$ cat src/rtl/guess_pkg.sv
// Shared constants for the guess-entry keypad: key indices, key codes and debounce default.
package guess_pkg;

  localparam int unsigned NUM_KEYS           = 5;
  localparam int unsigned KEY_I1             = 0;
  localparam int unsigned KEY_I2             = 1;
  localparam int unsigned KEY_I3             = 2;
  localparam int unsigned KEY_I4             = 3;
  localparam int unsigned KEY_ENTER          = 4;
  localparam int unsigned DEB_CYCLES_DEFAULT = 16;

  typedef enum logic [2:0] {
    CodeNone  = 3'd0,
    CodeI1    = 3'd1,
    CodeI2    = 3'd2,
    CodeI3    = 3'd3,
    CodeI4    = 3'd4,
    CodeEnter = 3'd5
  } key_code_e;

  // Key index 0..4 maps onto code 1..5.
  function automatic key_code_e key_code_of(input int unsigned idx);
    return key_code_e'(3'(idx + 1));
  endfunction

endpackage

$ cat src/rtl/debounce_cell.sv
// One key: synchronizer chain, debounce counter and stable level; flags a debounced rising edge.
module debounce_cell #(
  parameter int unsigned DEB_CYCLES  = 16,
  parameter int unsigned SYNC_STAGES = 2
) (
  input  logic clk,
  input  logic reset,
  input  logic i_raw,
  output logic o_rise
);

  localparam int unsigned    CntW   = (DEB_CYCLES > 2) ? $clog2(DEB_CYCLES) : 1;
  localparam logic [CntW-1:0] CntMax = CntW'(DEB_CYCLES - 1);

  logic [SYNC_STAGES-1:0] r_sync;
  logic                   r_stable;
  logic [CntW-1:0]        r_cnt;
  logic                   w_sync;
  logic                   w_differ;
  logic                   w_flip;

  assign w_sync   = r_sync[SYNC_STAGES-1];
  assign w_differ = (w_sync != r_stable);
  assign w_flip   = w_differ && (r_cnt == CntMax);

  always_ff @(posedge clk) begin
    if (reset) begin
      r_sync   <= '0;
      r_stable <= 1'b0;
      r_cnt    <= '0;
    end else begin
      r_sync <= {r_sync[SYNC_STAGES-2:0], i_raw};
      // Any sample matching the stable level restarts qualification.
      if (!w_differ || w_flip) begin
        r_cnt <= '0;
      end else begin
        r_cnt <= r_cnt + 1'b1;
      end
      if (w_flip) begin
        r_stable <= w_sync;
      end
    end
  end

  assign o_rise = w_flip & w_sync;

endmodule

$ cat src/rtl/key_conditioner.sv
// Debounces five push buttons and issues one-cycle press pulses, one key per cycle, I1 first.
module key_conditioner
  import guess_pkg::*;
#(
  parameter int unsigned DEB_CYCLES  = DEB_CYCLES_DEFAULT,
  parameter int unsigned SYNC_STAGES = 2
) (
  input  logic       clk,
  input  logic       reset,
  input  logic       raw_I1,
  input  logic       raw_I2,
  input  logic       raw_I3,
  input  logic       raw_I4,
  input  logic       raw_enter,
  output logic       I1,
  output logic       I2,
  output logic       I3,
  output logic       I4,
  output logic       enter,
  output logic [2:0] key_code,
  output logic       any_pending
);

  logic [NUM_KEYS-1:0] w_raw;
  logic [NUM_KEYS-1:0] w_rise;
  logic [NUM_KEYS-1:0] w_grant;
  logic [NUM_KEYS-1:0] r_pend;
  logic [NUM_KEYS-1:0] r_pulse;
  key_code_e           w_code;
  logic [2:0]          r_code;
  logic                w_found;

  assign w_raw[KEY_I1]    = raw_I1;
  assign w_raw[KEY_I2]    = raw_I2;
  assign w_raw[KEY_I3]    = raw_I3;
  assign w_raw[KEY_I4]    = raw_I4;
  assign w_raw[KEY_ENTER] = raw_enter;

  for (genvar g = 0; g < NUM_KEYS; g++) begin : g_cell
    debounce_cell #(
      .DEB_CYCLES (DEB_CYCLES),
      .SYNC_STAGES(SYNC_STAGES)
    ) u_cell (
      .clk   (clk),
      .reset (reset),
      .i_raw (w_raw[g]),
      .o_rise(w_rise[g])
    );
  end

  always_comb begin
    w_grant = '0;
    w_code  = CodeNone;
    w_found = 1'b0;
    for (int unsigned k = 0; k < NUM_KEYS; k++) begin
      if (r_pend[k] && !w_found) begin
        w_grant[k] = 1'b1;
        w_code     = key_code_of(k);
        w_found    = 1'b1;
      end
    end
  end

  always_ff @(posedge clk) begin
    if (reset) begin
      r_pend  <= '0;
      r_pulse <= '0;
      r_code  <= '0;
    end else begin
      // A new rise wins over the grant clearing the same bit.
      r_pend  <= (r_pend & ~w_grant) | w_rise;
      r_pulse <= w_grant;
      r_code  <= w_code;
    end
  end

  assign I1          = r_pulse[KEY_I1];
  assign I2          = r_pulse[KEY_I2];
  assign I3          = r_pulse[KEY_I3];
  assign I4          = r_pulse[KEY_I4];
  assign enter       = r_pulse[KEY_ENTER];
  assign key_code    = r_code;
  assign any_pending = |r_pend;

endmodule
$ cat config.mk
export PLATFORM = sky130hd
export DESIGN_NAME = key_conditioner
export DESIGN_NICKNAME = d
export VERILOG_FILES = /design/src/rtl/guess_pkg.sv /design/src/rtl/debounce_cell.sv /design/src/rtl/key_conditioner.sv
export SDC_FILE = /design/constraint.sdc
export NUM_CORES = 1
export LEC_CHECK = 0
export CAP_MARGIN = 20
export CELL_PAD_IN_SITES_DETAIL_PLACEMENT = 1
export CELL_PAD_IN_SITES_GLOBAL_PLACEMENT = 1
export CORE_UTILIZATION = 46
export DETAILED_ROUTE_END_ITERATION = 8
export MAX_ROUTING_LAYER = met4
export PLACE_DENSITY = 0.89
export SYNTH_ARGS = -nofsm -noshare
export SYNTH_HDL_FRONTEND = slang
export SYNTH_SLANG_ARGS = --single-unit
$ cat constraint.sdc
create_clock -name clk -period 2.9 [get_ports clk]
set_input_delay 0.58 -clock clk [delete_from_list [all_inputs] [get_ports clk]]
set_output_delay 0.58 -clock clk [all_outputs]
set_load 0.05 [all_outputs]
==> metrics.md, run 1 <==
| Metric | Value |
|---|---|
| Post-synthesis cell count | `160` |
| Final min period | `2.765 ns` |
| Maximum vdd drop | `0.0003699 V` |
| Unique masters post-synth | `21` |
| Syn avg cell area | `10.52 sq um` |
| Sequential cell area | `960.9 sq um` |
| Vias in the first global route | `1141` |
| Layout cells sized above 1 | `5.556%` |
| Finished layout cell area | `1968 sq um` |
| Crit path kind | `register to output pin` |
| Vias per cell | `4.903` |
| Worst hold path class | `register to register` |
| Postcts setup bufs | `0` |
| Clk sinks | `48` |
| Syn_nets | `172` |
| Port-buffer cells | `15` |
| Final Cycle Share | `95.33%` |
| Die height | `62.49 microns` |
| Core Box Area | `3416 sq um` |
| Worst EP required | `2.32 ns` |
| Flops & latches, synth | `48` |
| Clock Skew | `0.01646 ns` |
| Footprint of the multi-input gates | `684.4 sq um` |
| Cell Pwr Density | `556.8 nW/um^2` |
| Seq/Total Area, Yosys | `57.10%` |
| Ant. Diodes | `0` |
| Clock transition at the registers of the reported paths | `0.13 ns` |
| R2r setup slk | `1.48 ns` |
| Final slew viol count | `0` |
| Type of origin of the critical path | `register` |
| Pin count of the biggest net entering global routing | `39` |
| DRC | `0` |
| YS warnings | `0` |
| Crit Path Max Fanout | `7` |
| Vias | `1108` |
| DR iter-0 viols | `14` |
| Leak | `0.0008494 uW` |
| Htree depth | `2` |
| Drt pass-1 iters | `3` |
| Cell area after synthesis | `1683 sq um` |
| HPWL Detailed | `2011 microns` |
| Placed cell areas | `1883 sq um` |
| Final Wtd Congestion | `0.7557` |
| Final WL | `2816 microns` |
| Met1 usage | `17.11%` |
| Die width | `62.49 microns` |
| Arrival time worst endpoint | `2.18 ns` |
| Post-DR wirelength/cell | `12.46 microns` |
| Cell Rows | `21` |
| CTS Buf Count | `5` |
| Final setup violating endpoints | `0` |
| Slew HR | `66.01%` |
| First-pass GRT wire length | `4878 microns` |
| Max cap viols | `0` |
| Met3 Use GR | `4.015%` |
| Least-Margin Pin Slew | `0.5082 ns` |
| CTS Root Cell | `clkbuf_4` |
| Status | `completed` |
| Area grow syn2layout | `16.95%` |
| Post-route ant nets | `0` |
| Final TNS setup | `0 ns` |
| Met2 usage | `29.62%` |
| Worst skew pair latency | `0.36 ns` |
| Initial Util | `49.27%` |
| Unrepaired setup endpoints after global routing | `no` |
| Fmax | `361.7 MHz` |
| GRT Max-Usage Layer | `met2` |
| Final Hold Vio Count | `0` |
| Crit end category | `output pin` |
| Hold Buf Count CTS | `0` |
| Gr ovfl total | `0` |
| Maximum root-to-sink buffer count | `2` |
| IO Pins | `16` |
| Post_cts resized | `0` |
| Initial antenna violation count | `0` |
| Die footprint | `3904 sq um` |
| Fill count | `380` |
| Gr usage total | `16.93%` |
| CTS tree | `done` |
| Final nets | `191` |
critical path: stages, from the launching register on:
cell and delay (ns):
dfxtp_1 0.38, or3_4 0.44, or3_1 0.31, clkdlybuf4s50_1 0.70
per-layer routing:
| layer | vias to the layer above | share of wire, % |
|---|---|---|
| met5 | - | 0 |
| met4 | 0 | 2.8 |
| met3 | 7 | 3.1 |
| met2 | 19 | 52 |
| met1 | 518 | 42 |
| li1 | 564 | - |
path summary, 6_finish.rpt:
check                                to  cells past startpoint                       start
min          g_cell[2].u_cell.r_sync[1]                      1  g_cell[2].u_cell.r_sync[0]
min reg2reg  g_cell[2].u_cell.r_sync[1]                      1  g_cell[2].u_cell.r_sync[0]
max                         any_pending                      3                   r_pend[0]
max reg2reg                   r_pend[3]                      4   g_cell[3].u_cell.r_cnt[0]
state kept, by name, summed over array words and instances (netlist names):
| signal | cells |
|---|---|
| g_cell.u_cell.r_sync | 10 |
| g_cell.u_cell.r_stable | 5 |
| r_pulse | 5 |
| key_code | 3 |
| g_cell.u_cell.r_cnt | 20 |
| r_pend | 5 |
per-stage QoR:
| stage | instances | util [%] | hold WS (ns) | setup slack (ns) | power (uW) |
|---|---|---|---|---|---|
| after detailed placement | 218 | 55.13 | 0.4276 | 0.5351 | 717.0 |
| after global placement | 218 | 55.13 | 0.4208 | 0.5469 | 714.8 |
| after floorplan | 160 | - | 0.4138 | 1.041 | 704.2 |
| after CTS | 226 | 57.62 | 0.4574 | 0.1087 | 1112 |
| after global routing | 226 | 57.62 | 0.4701 | 0.04896 | 1153 |
| final | 226 | 57.62 | 0.4539 | 0.1355 | 1096 |
power breakdown:
part | total, uW | internal, uW | switching [uW]
logic | 29.0 | 16.2 | 12.8
registers | 673 | 668 | 4.49
clock network | 394 | 184 | 210
cells in the mapped netlist:
master	number	area share, %
dfxtp_1	48	57
nor2_1	23	5.1
xor2_1	15	7.8
nor2b_1	11	4.1
nand3_1	10	3.0
inv_1	6	1.3
a21oi_1	5	1.5
and3b_1	5	2.6
ha_1	5	3.7
mux2i_1	5	3.0
nand3b_1	5	2.2
clkbuf_1	4	0.89
or3b_1	4	2.1
nor4b_1	3	1.6
nand2_1	2	0.45
nor3_1	2	0.59
nor3b_1	2	0.89
o21ai_0	2	0.59
o21bai_1	1	0.45
or3_1	1	0.37
or3_4	1	0.67
layout by cell type, fill, tap and decap left out:
| master | n |
|---|---|
| buf_4 | 1 |
| nor2_1 | 23 |
| bufinv_16 | 1 |
| nand2_1 | 2 |
| mux2i_1 | 5 |
| dfxtp_1 | 48 |
| nor4b_1 | 3 |
| o21bai_1 | 1 |
| nor3_1 | 2 |
| o21ai_0 | 2 |
| or3b_1 | 4 |
| clkbuf_4 | 5 |
| and3b_1 | 5 |
| nand3_1 | 10 |
| nand3b_1 | 5 |
| or3_4 | 1 |
| ha_1 | 5 |
| nor3b_1 | 2 |
| nor2b_1 | 11 |
| clkdlybuf4s50_1 | 15 |
| or3_1 | 1 |
| a21oi_1 | 5 |
| clkinv_4 | 2 |
| inv_1 | 6 |
| xor2_1 | 15 |
cell families after synthesis:
logic type               share of synthesized area [%]
multiplexers                                     2.974
AO/OA/AOI/OAI                                    2.528
AND/OR/NAND/NOR                                  23.64
adder cells (fa/ha/maj)                          3.717
XOR/XNOR                                         7.807
flip-flops                                       57.10
buffers and inverters                            2.230
layout make-up:
type	instances	area share, %
clock inverter	3	2.416
sequential	48	48.82
clock buffer	5	1.907
multi-input combinational	102	34.77
tap	46	2.924
inverter	6	1.144
timing repair buffer	16	8.010
No activity file was read; power rests on OpenSTA's default activity.
==> inputs of run 2 (changes only) <==
--- a/config.mk
+++ b/config.mk
@@ -8,8 +8,10 @@
 export CAP_MARGIN = 20
 export CELL_PAD_IN_SITES_DETAIL_PLACEMENT = 1
 export CELL_PAD_IN_SITES_GLOBAL_PLACEMENT = 1
+export CORE_MARGIN = 5
 export CORE_UTILIZATION = 46
 export DETAILED_ROUTE_END_ITERATION = 8
+export GPL_TIMING_DRIVEN = 0
 export MAX_ROUTING_LAYER = met4
 export PLACE_DENSITY = 0.89
 export SYNTH_ARGS = -nofsm -noshare
==> metrics.md, run 2 (synthesis gave the netlist of run 1 again) <==
| Metric | Value |
|---|---|
| DR iter-0 viols | `47 (+33)` |
| Final setup violating endpoints | `0 (unchanged)` |
| Largest reg by FF count | `g_cell.u_cell.r_cnt` |
| Most frequent cells in the layout | `dfxtp_1, nor2_1, xor2_1` |
| Hold WS | `0.4464 ns (-0.007587 ns)` |
| Die width | `70.49 microns (+13%)` |
| CP delay by family, top | `simple AND/OR/NAND/NOR gates` |
| Fmax | `368.5 MHz (+1.9%)` |
| Final TNS setup | `0 ns (unchanged)` |
| Total Power | `1118 uW (+2.0%)` |
| CTS Root Cell | `clkbuf_8` |
| Reg2reg path depth | `4 (unchanged)` |
| Cell Rows | `22 (+4.8%)` |
| First-pass GRT wire length | `5589 microns (+15%)` |
| Setup ws final | `0.1860 ns (+0.05052 ns)` |
| Slew HR | `66.10% (+0.086 points)` |
| Met3 Use GR | `4.892% (+0.88 points)` |
| Clock transition at the registers of the reported paths | `0.08 ns (-0.05 ns)` |
| Gr usage total | `15.02% (-1.9 points)` |
| Vias | `1156 (+4.3%)` |
| Worst EP required | `2.32 ns (about the same)` |
| Hold Buf Count CTS | `0 (unchanged)` |
| Crit end category | `output pin` |
| Met1 usage | `13.10% (-4.0 points)` |
| Worst r2r dst | `r_pend[3]` |
| Final min period | `2.714 ns (-0.05052 ns)` |
| Met2 usage | `28.48% (-1.1 points)` |
| Status | `completed` |
| Post-route ant nets | `0 (unchanged)` |
| HPWL Detailed | `2406 microns (+20%)` |
| Pin count of the biggest net entering global routing | `14 (-64%)` |
| Biggest regs | `g_cell.u_cell.r_cnt: 20 flops, g_cell.u_cell.r_sync: 10 flops` |
| CTS tree | `done` |
| Clk sinks | `48 (unchanged)` |
| Flip-flop count of the largest register after layout | `20 (unchanged)` |
| Crit Path Max Fanout | `7 (unchanged)` |
| Hold_sp | `g_cell[0].u_cell.r_sync[0]` |
| Maximum vdd drop | `0.0002944 V (-20%)` |
| Final WL | `3203 microns (+14%)` |
| Post-DR wirelength/cell | `13.99 microns (+12%)` |
| Worst skew pair latency | `0.30 ns (-0.06 ns)` |
| Max cap viols | `0 (unchanged)` |
| Hold EP | `g_cell[0].u_cell.r_sync[1]` |
| Max incr delay on CP | `0.71 ns (about the same)` |
| Leak | `0.0008504 uW (+0.11%)` |
| Final Cycle Share | `93.59% (-1.7 points)` |
| Most common cell after layout, fill and taps aside | `dfxtp_1` |
| Type of origin of the critical path | `register` |
| Final Wtd Congestion | `0.7659 (+1.3%)` |
| Hold-critical path depth | `1 (unchanged)` |
| Slowest CP cell | `clkdlybuf4s50_1` |
| Placed cell areas | `1883 sq um (unchanged)` |
| Finished layout cell area | `1979 sq um (+0.57%)` |
| Least-Margin Pin Slew | `0.5069 ns (-0.001292 ns)` |
| Unrepaired setup endpoints after global routing | `no` |
| R2r setup slk | `1.55 ns (+0.07 ns)` |
| Vias per cell | `5.048 (+3.0%)` |
| Post_cts resized | `0 (unchanged)` |
| Final nets | `193 (+1.0%)` |
| Worst hold path class | `register to register` |
| Maximum root-to-sink buffer count | `2 (unchanged)` |
| CP cell instances | `or3_4 > or3_1 > clkdlybuf4s50_1` |
| Die footprint | `4968 sq um (+27%)` |
| Initial antenna violation count | `0 (unchanged)` |
| Fill count | `390 (+2.6%)` |
| Gr ovfl total | `0 (unchanged)` |
| GRT Max-Usage Layer | `met2` |
| Htree depth | `2 (unchanged)` |
| Final Hold Vio Count | `0 (unchanged)` |
| Dpl ws | `0.4923 ns (-0.04278 ns)` |
| Port-buffer cells | `14 (-1)` |
| CTS Buf Count | `5 (unchanged)` |
| Layout cells sized above 1 | `4.420% (-1.1 points)` |
| Die height | `70.49 microns (+13%)` |
| Arrival time worst endpoint | `2.13 ns (-0.05 ns)` |
| Initial Util | `46.67% (-2.6 points)` |
| Clock Skew | `0.005952 ns (-0.01051 ns)` |
| Crit path kind | `register to output pin` |
| Vias in the first global route | `1292 (+13%)` |
| Worst R2R Start | `g_cell[3].u_cell.r_cnt[0]` |
| Area grow syn2layout | `17.62%` |
| Core Box Area | `3606 sq um (+5.6%)` |
| CP bufs+invs | `1 (unchanged)` |
| Cell Pwr Density | `564.9 nW/um^2 (+1.5%)` |
| Ant. Diodes | `0 (unchanged)` |
| IO Pins | `16 (unchanged)` |
| Postcts setup bufs | `0 (unchanged)` |
| Drt pass-1 iters | `4 (+1)` |
| DRC | `0 (unchanged)` |
| Final slew viol count | `0 (unchanged)` |
run 2: changes by cell type in the layout (fill, tap and decap cells not counted), sizes merged:
cell and delta:
clkbuf +6, buf -1, bufinv -1, clkdlybuf4s50 -1, clkinv -2
run 2: area by class of cell:
type | count | area (sq um) | share of cell area, %
inverters | 6 | 22.52 | 1.138
repair buffers | 14 | 140.1 | 7.080
clock buffers | 7 | 96.34 | 4.867
multi-input cells | 102 | 684.4 | 34.58
flip-flops and latches | 48 | 960.9 | 48.55
well taps | 48 | 60.06 | 3.034
plain buffers | 4 | 15.01 | 0.7585
run 2: through the flow:
step                cells  utilization (%)
floorplan             160                -
global placement      222            52.22
detailed placement    222            52.22
CTS                   229            54.89
global route          229            54.89
finish                229            54.89
run 2: power breakdown:
group	leakage [uW]	switching [uW]	internal (uW)
clock network	0.0000503	204	212
registers	0.000389	5.11	667
logic	0.000411	14.7	15.3
total	0.000850	223	895
run 2: worst reg2reg max path: stages (launching register included):
cell,delay [ns]
dfxtp_1,0.37
ha_1,0.20
nand3_1,0.15
or3b_1,0.40
a21oi_1,0.16
run 2: per-layer routing:
layer / part of all wire (%) / wire, microns
met1: 38 / 1233
met2: 56 / 1785
met3: 3.2 / 104
met4: 2.5 / 80
met5: 0 / 0
run 2: worst max path at each step:
stage / from / endpoint / slack [ns] / depth (start not counted)
floorplan: r_pend[0] / any_pending / 1.04 / 2
global placement: r_pend[0] / any_pending / 0.53 / 3
detailed placement: r_pend[0] / any_pending / 0.49 / 3
CTS: r_pend[0] / any_pending / 0.16 / 3
global route: r_pend[0] / any_pending / 0.11 / 3
finish: r_pend[0] / any_pending / 0.19 / 3
==> inputs of run 3 (changes only) <==
--- a/config.mk
+++ b/config.mk
@@ -14,6 +14,7 @@
 export GPL_TIMING_DRIVEN = 0
 export MAX_ROUTING_LAYER = met4
 export PLACE_DENSITY = 0.89
+export RECOVER_POWER = 100
 export SYNTH_ARGS = -nofsm -noshare
 export SYNTH_HDL_FRONTEND = slang
 export SYNTH_SLANG_ARGS = --single-unit
==> metrics.md, run 3 (synthesis gave the netlist of run 1 again) <==
| Metric | Value |
|---|---|
| Final Hold Vio Count | `0 (unchanged)` |
| Clock transition at the registers of the reported paths | `0.08 ns (about the same)` |
| IO Pins | `16 (unchanged)` |
| Most common cell after layout, fill and taps aside | `dfxtp_1` |
| Clk sinks | `48 (unchanged)` |
| Ant. Diodes | `0 (unchanged)` |
| Gr usage total | `15.02% (unchanged)` |
| Final Wtd Congestion | `0.7659 (unchanged)` |
| First-pass GRT wire length | `5589 microns (unchanged)` |
| Worst skew pair latency | `0.30 ns (about the same)` |
| Final WL | `3200 microns (about the same)` |
| Port-buffer cells | `14 (unchanged)` |
| Status | `completed` |
| Hold Buf Count CTS | `0 (unchanged)` |
| GRT Max-Usage Layer | `met2` |
| Area grow syn2layout | `17.62% (unchanged)` |
| Worst R2R Start | `g_cell[3].u_cell.r_cnt[0]` |
| Unrepaired setup endpoints after global routing | `no` |
| Max cap viols | `0 (unchanged)` |
| DR iter-0 viols | `47 (unchanged)` |
| Least-Margin Pin Slew | `0.5140 ns (+0.007108 ns)` |
| Vias in the first global route | `1292 (unchanged)` |
| Gr ovfl total | `0 (unchanged)` |
| Slew HR | `65.62% (-0.48 points)` |
| Flip-flop count of the largest register after layout | `20 (unchanged)` |
| Crit. Startpoint | `r_pend[0]` |
| Drt pass-1 iters | `4 (unchanged)` |
| CP cell instances | `or3_4 > or3_1 > dlygate4sd3_1` |
| Met2 usage | `28.48% (unchanged)` |
| Max incr delay on CP | `0.77 ns (+0.06 ns)` |
| Leak | `0.0008835 uW (+3.9%)` |
| Final Util | `54.89% (unchanged)` |
| HPWL Detailed | `2406 microns (unchanged)` |
| Vias per cell | `5.048 (unchanged)` |
| Core Box Area | `3606 sq um (unchanged)` |
| Hold_sp | `g_cell[0].u_cell.r_sync[0]` |
| CTS Root Cell | `clkbuf_8` |
| Post-DR wirelength/cell | `13.97 microns (about the same)` |
| Final setup violating endpoints | `0 (unchanged)` |
| Met1 usage | `13.10% (unchanged)` |
| Maximum vdd drop | `0.0002944 V (about the same)` |
| Slowest CP cell | `dlygate4sd3_1` |
| Crit Path Max Fanout | `7 (unchanged)` |
| Postcts setup bufs | `0 (unchanged)` |
| Final Cycle Share | `95.36% (+1.8 points)` |
| Arrival time worst endpoint | `2.19 ns (+0.06 ns)` |
| Worst EP required | `2.32 ns (about the same)` |
| Initial Util | `46.67% (unchanged)` |
| Worst hold path class | `register to register` |
| Htree depth | `2 (unchanged)` |
| Die footprint | `4968 sq um (unchanged)` |
| Final nets | `193 (unchanged)` |
| Pin count of the biggest net entering global routing | `14 (unchanged)` |
| Post_cts resized | `0 (unchanged)` |
| DRC | `0 (unchanged)` |
| Cell Rows | `22 (unchanged)` |
| Clock Skew | `0.005950 ns (-0.000002110 ns)` |
| Post-route ant nets | `0 (unchanged)` |
| Type of origin of the critical path | `register` |
| Fmax | `361.6 MHz (-1.9%)` |
| Largest reg by FF count | `g_cell.u_cell.r_cnt` |
| Maximum root-to-sink buffer count | `2 (unchanged)` |
| Die width | `70.49 microns (unchanged)` |
| CTS tree | `done` |
| CTS Buf Count | `5 (unchanged)` |
| Biggest regs | `g_cell.u_cell.r_cnt: 20 flops, g_cell.u_cell.r_sync: 10 flops` |
| Final min period | `2.765 ns (+0.05144 ns)` |
| Met3 Use GR | `4.892% (unchanged)` |
| Most frequent cells in the layout | `dfxtp_1, nor2_1, xor2_1` |
| Layout cells sized above 1 | `4.420% (unchanged)` |
| Vias | `1156 (unchanged)` |
| Final TNS setup | `0 ns (unchanged)` |
| Cell Pwr Density | `564.4 nW/um^2 (about the same)` |
| Crit end category | `output pin` |
| Die height | `70.49 microns (unchanged)` |
| Initial antenna violation count | `0 (unchanged)` |
| Crit path kind | `register to output pin` |
| Final slew viol count | `0 (unchanged)` |
==> run 3: changes by cell type in the layout (fill, tap and decap cells not counted), sizes merged <==
| cell | change |
|---|---|
| dlygate4sd3 | +12 |
| clkdlybuf4s50 | -12 |
==> run 3: layout make-up <==
cell class	instances	area, sq um
Timing Repair Buffer	14	140.1
Sequential cell	48	960.9
Tap cell	48	60.06
Buffer	4	15.01
Multi-Input combinational cell	102	684.4
Fill cell	390	1627
Inverter	6	22.52
Clock buffer	7	96.34
==> run 3: worst paths after layout <==
path,endpoint,slack [ns],cells after the start
worst max-delay path,any_pending,0.13,3
worst min-delay path,g_cell[0].u_cell.r_sync[1],0.45,1
worst min register to register,g_cell[0].u_cell.r_sync[1],0.45,1
worst max register to register,r_pend[3],1.55,4
==> run 3: metal layers <==
metal | wire length (microns) | vias to the layer above
met5 | 0 | -
met4 | 80 | 0
met3 | 104 | 8
met2 | 1785 | 18
met1 | 1230 | 558
li1 | - | 572
==> run 3: per-stage QoR <==
| step | power [uW] | worst slack (ns) | hold WS (ns) | instances | cell area, sq um |
|---|---|---|---|---|---|
| 2_1_floorplan | 704.2 | 1.041 | 0.4138 | 160 | 1683 |
| 3_3_place_gp | 714.8 | 0.5284 | 0.4191 | 222 | 1883 |
| 3_5_place_dp | 718.0 | 0.4923 | 0.4333 | 222 | 1883 |
| 4_1_cts | 1131 | 0.1556 | 0.4518 | 229 | 1979 |
| 5_1_grt | 1161 | 0.06360 | 0.4656 | 229 | 1979 |
| 6_report | 1117 | 0.1345 | 0.4464 | 229 | 1979 |
==> run 3: power by group <==
group	internal, uW	total (uW)	switching [uW]	leakage [uW]
Combinational	14.5	29.1	14.7	0.000444
Sequential	667	672	5.11	0.000389
Clock	212	416	204	0.0000503
Total	894	1120	223	0.000883
==> run 3: critical path, delay by kind of cell, from the launching register on <==
kind / cells / cell delay, ns
simple gates: 2 / 0.75
buf+inv: 1 / 0.77
flops: 1 / 0.37
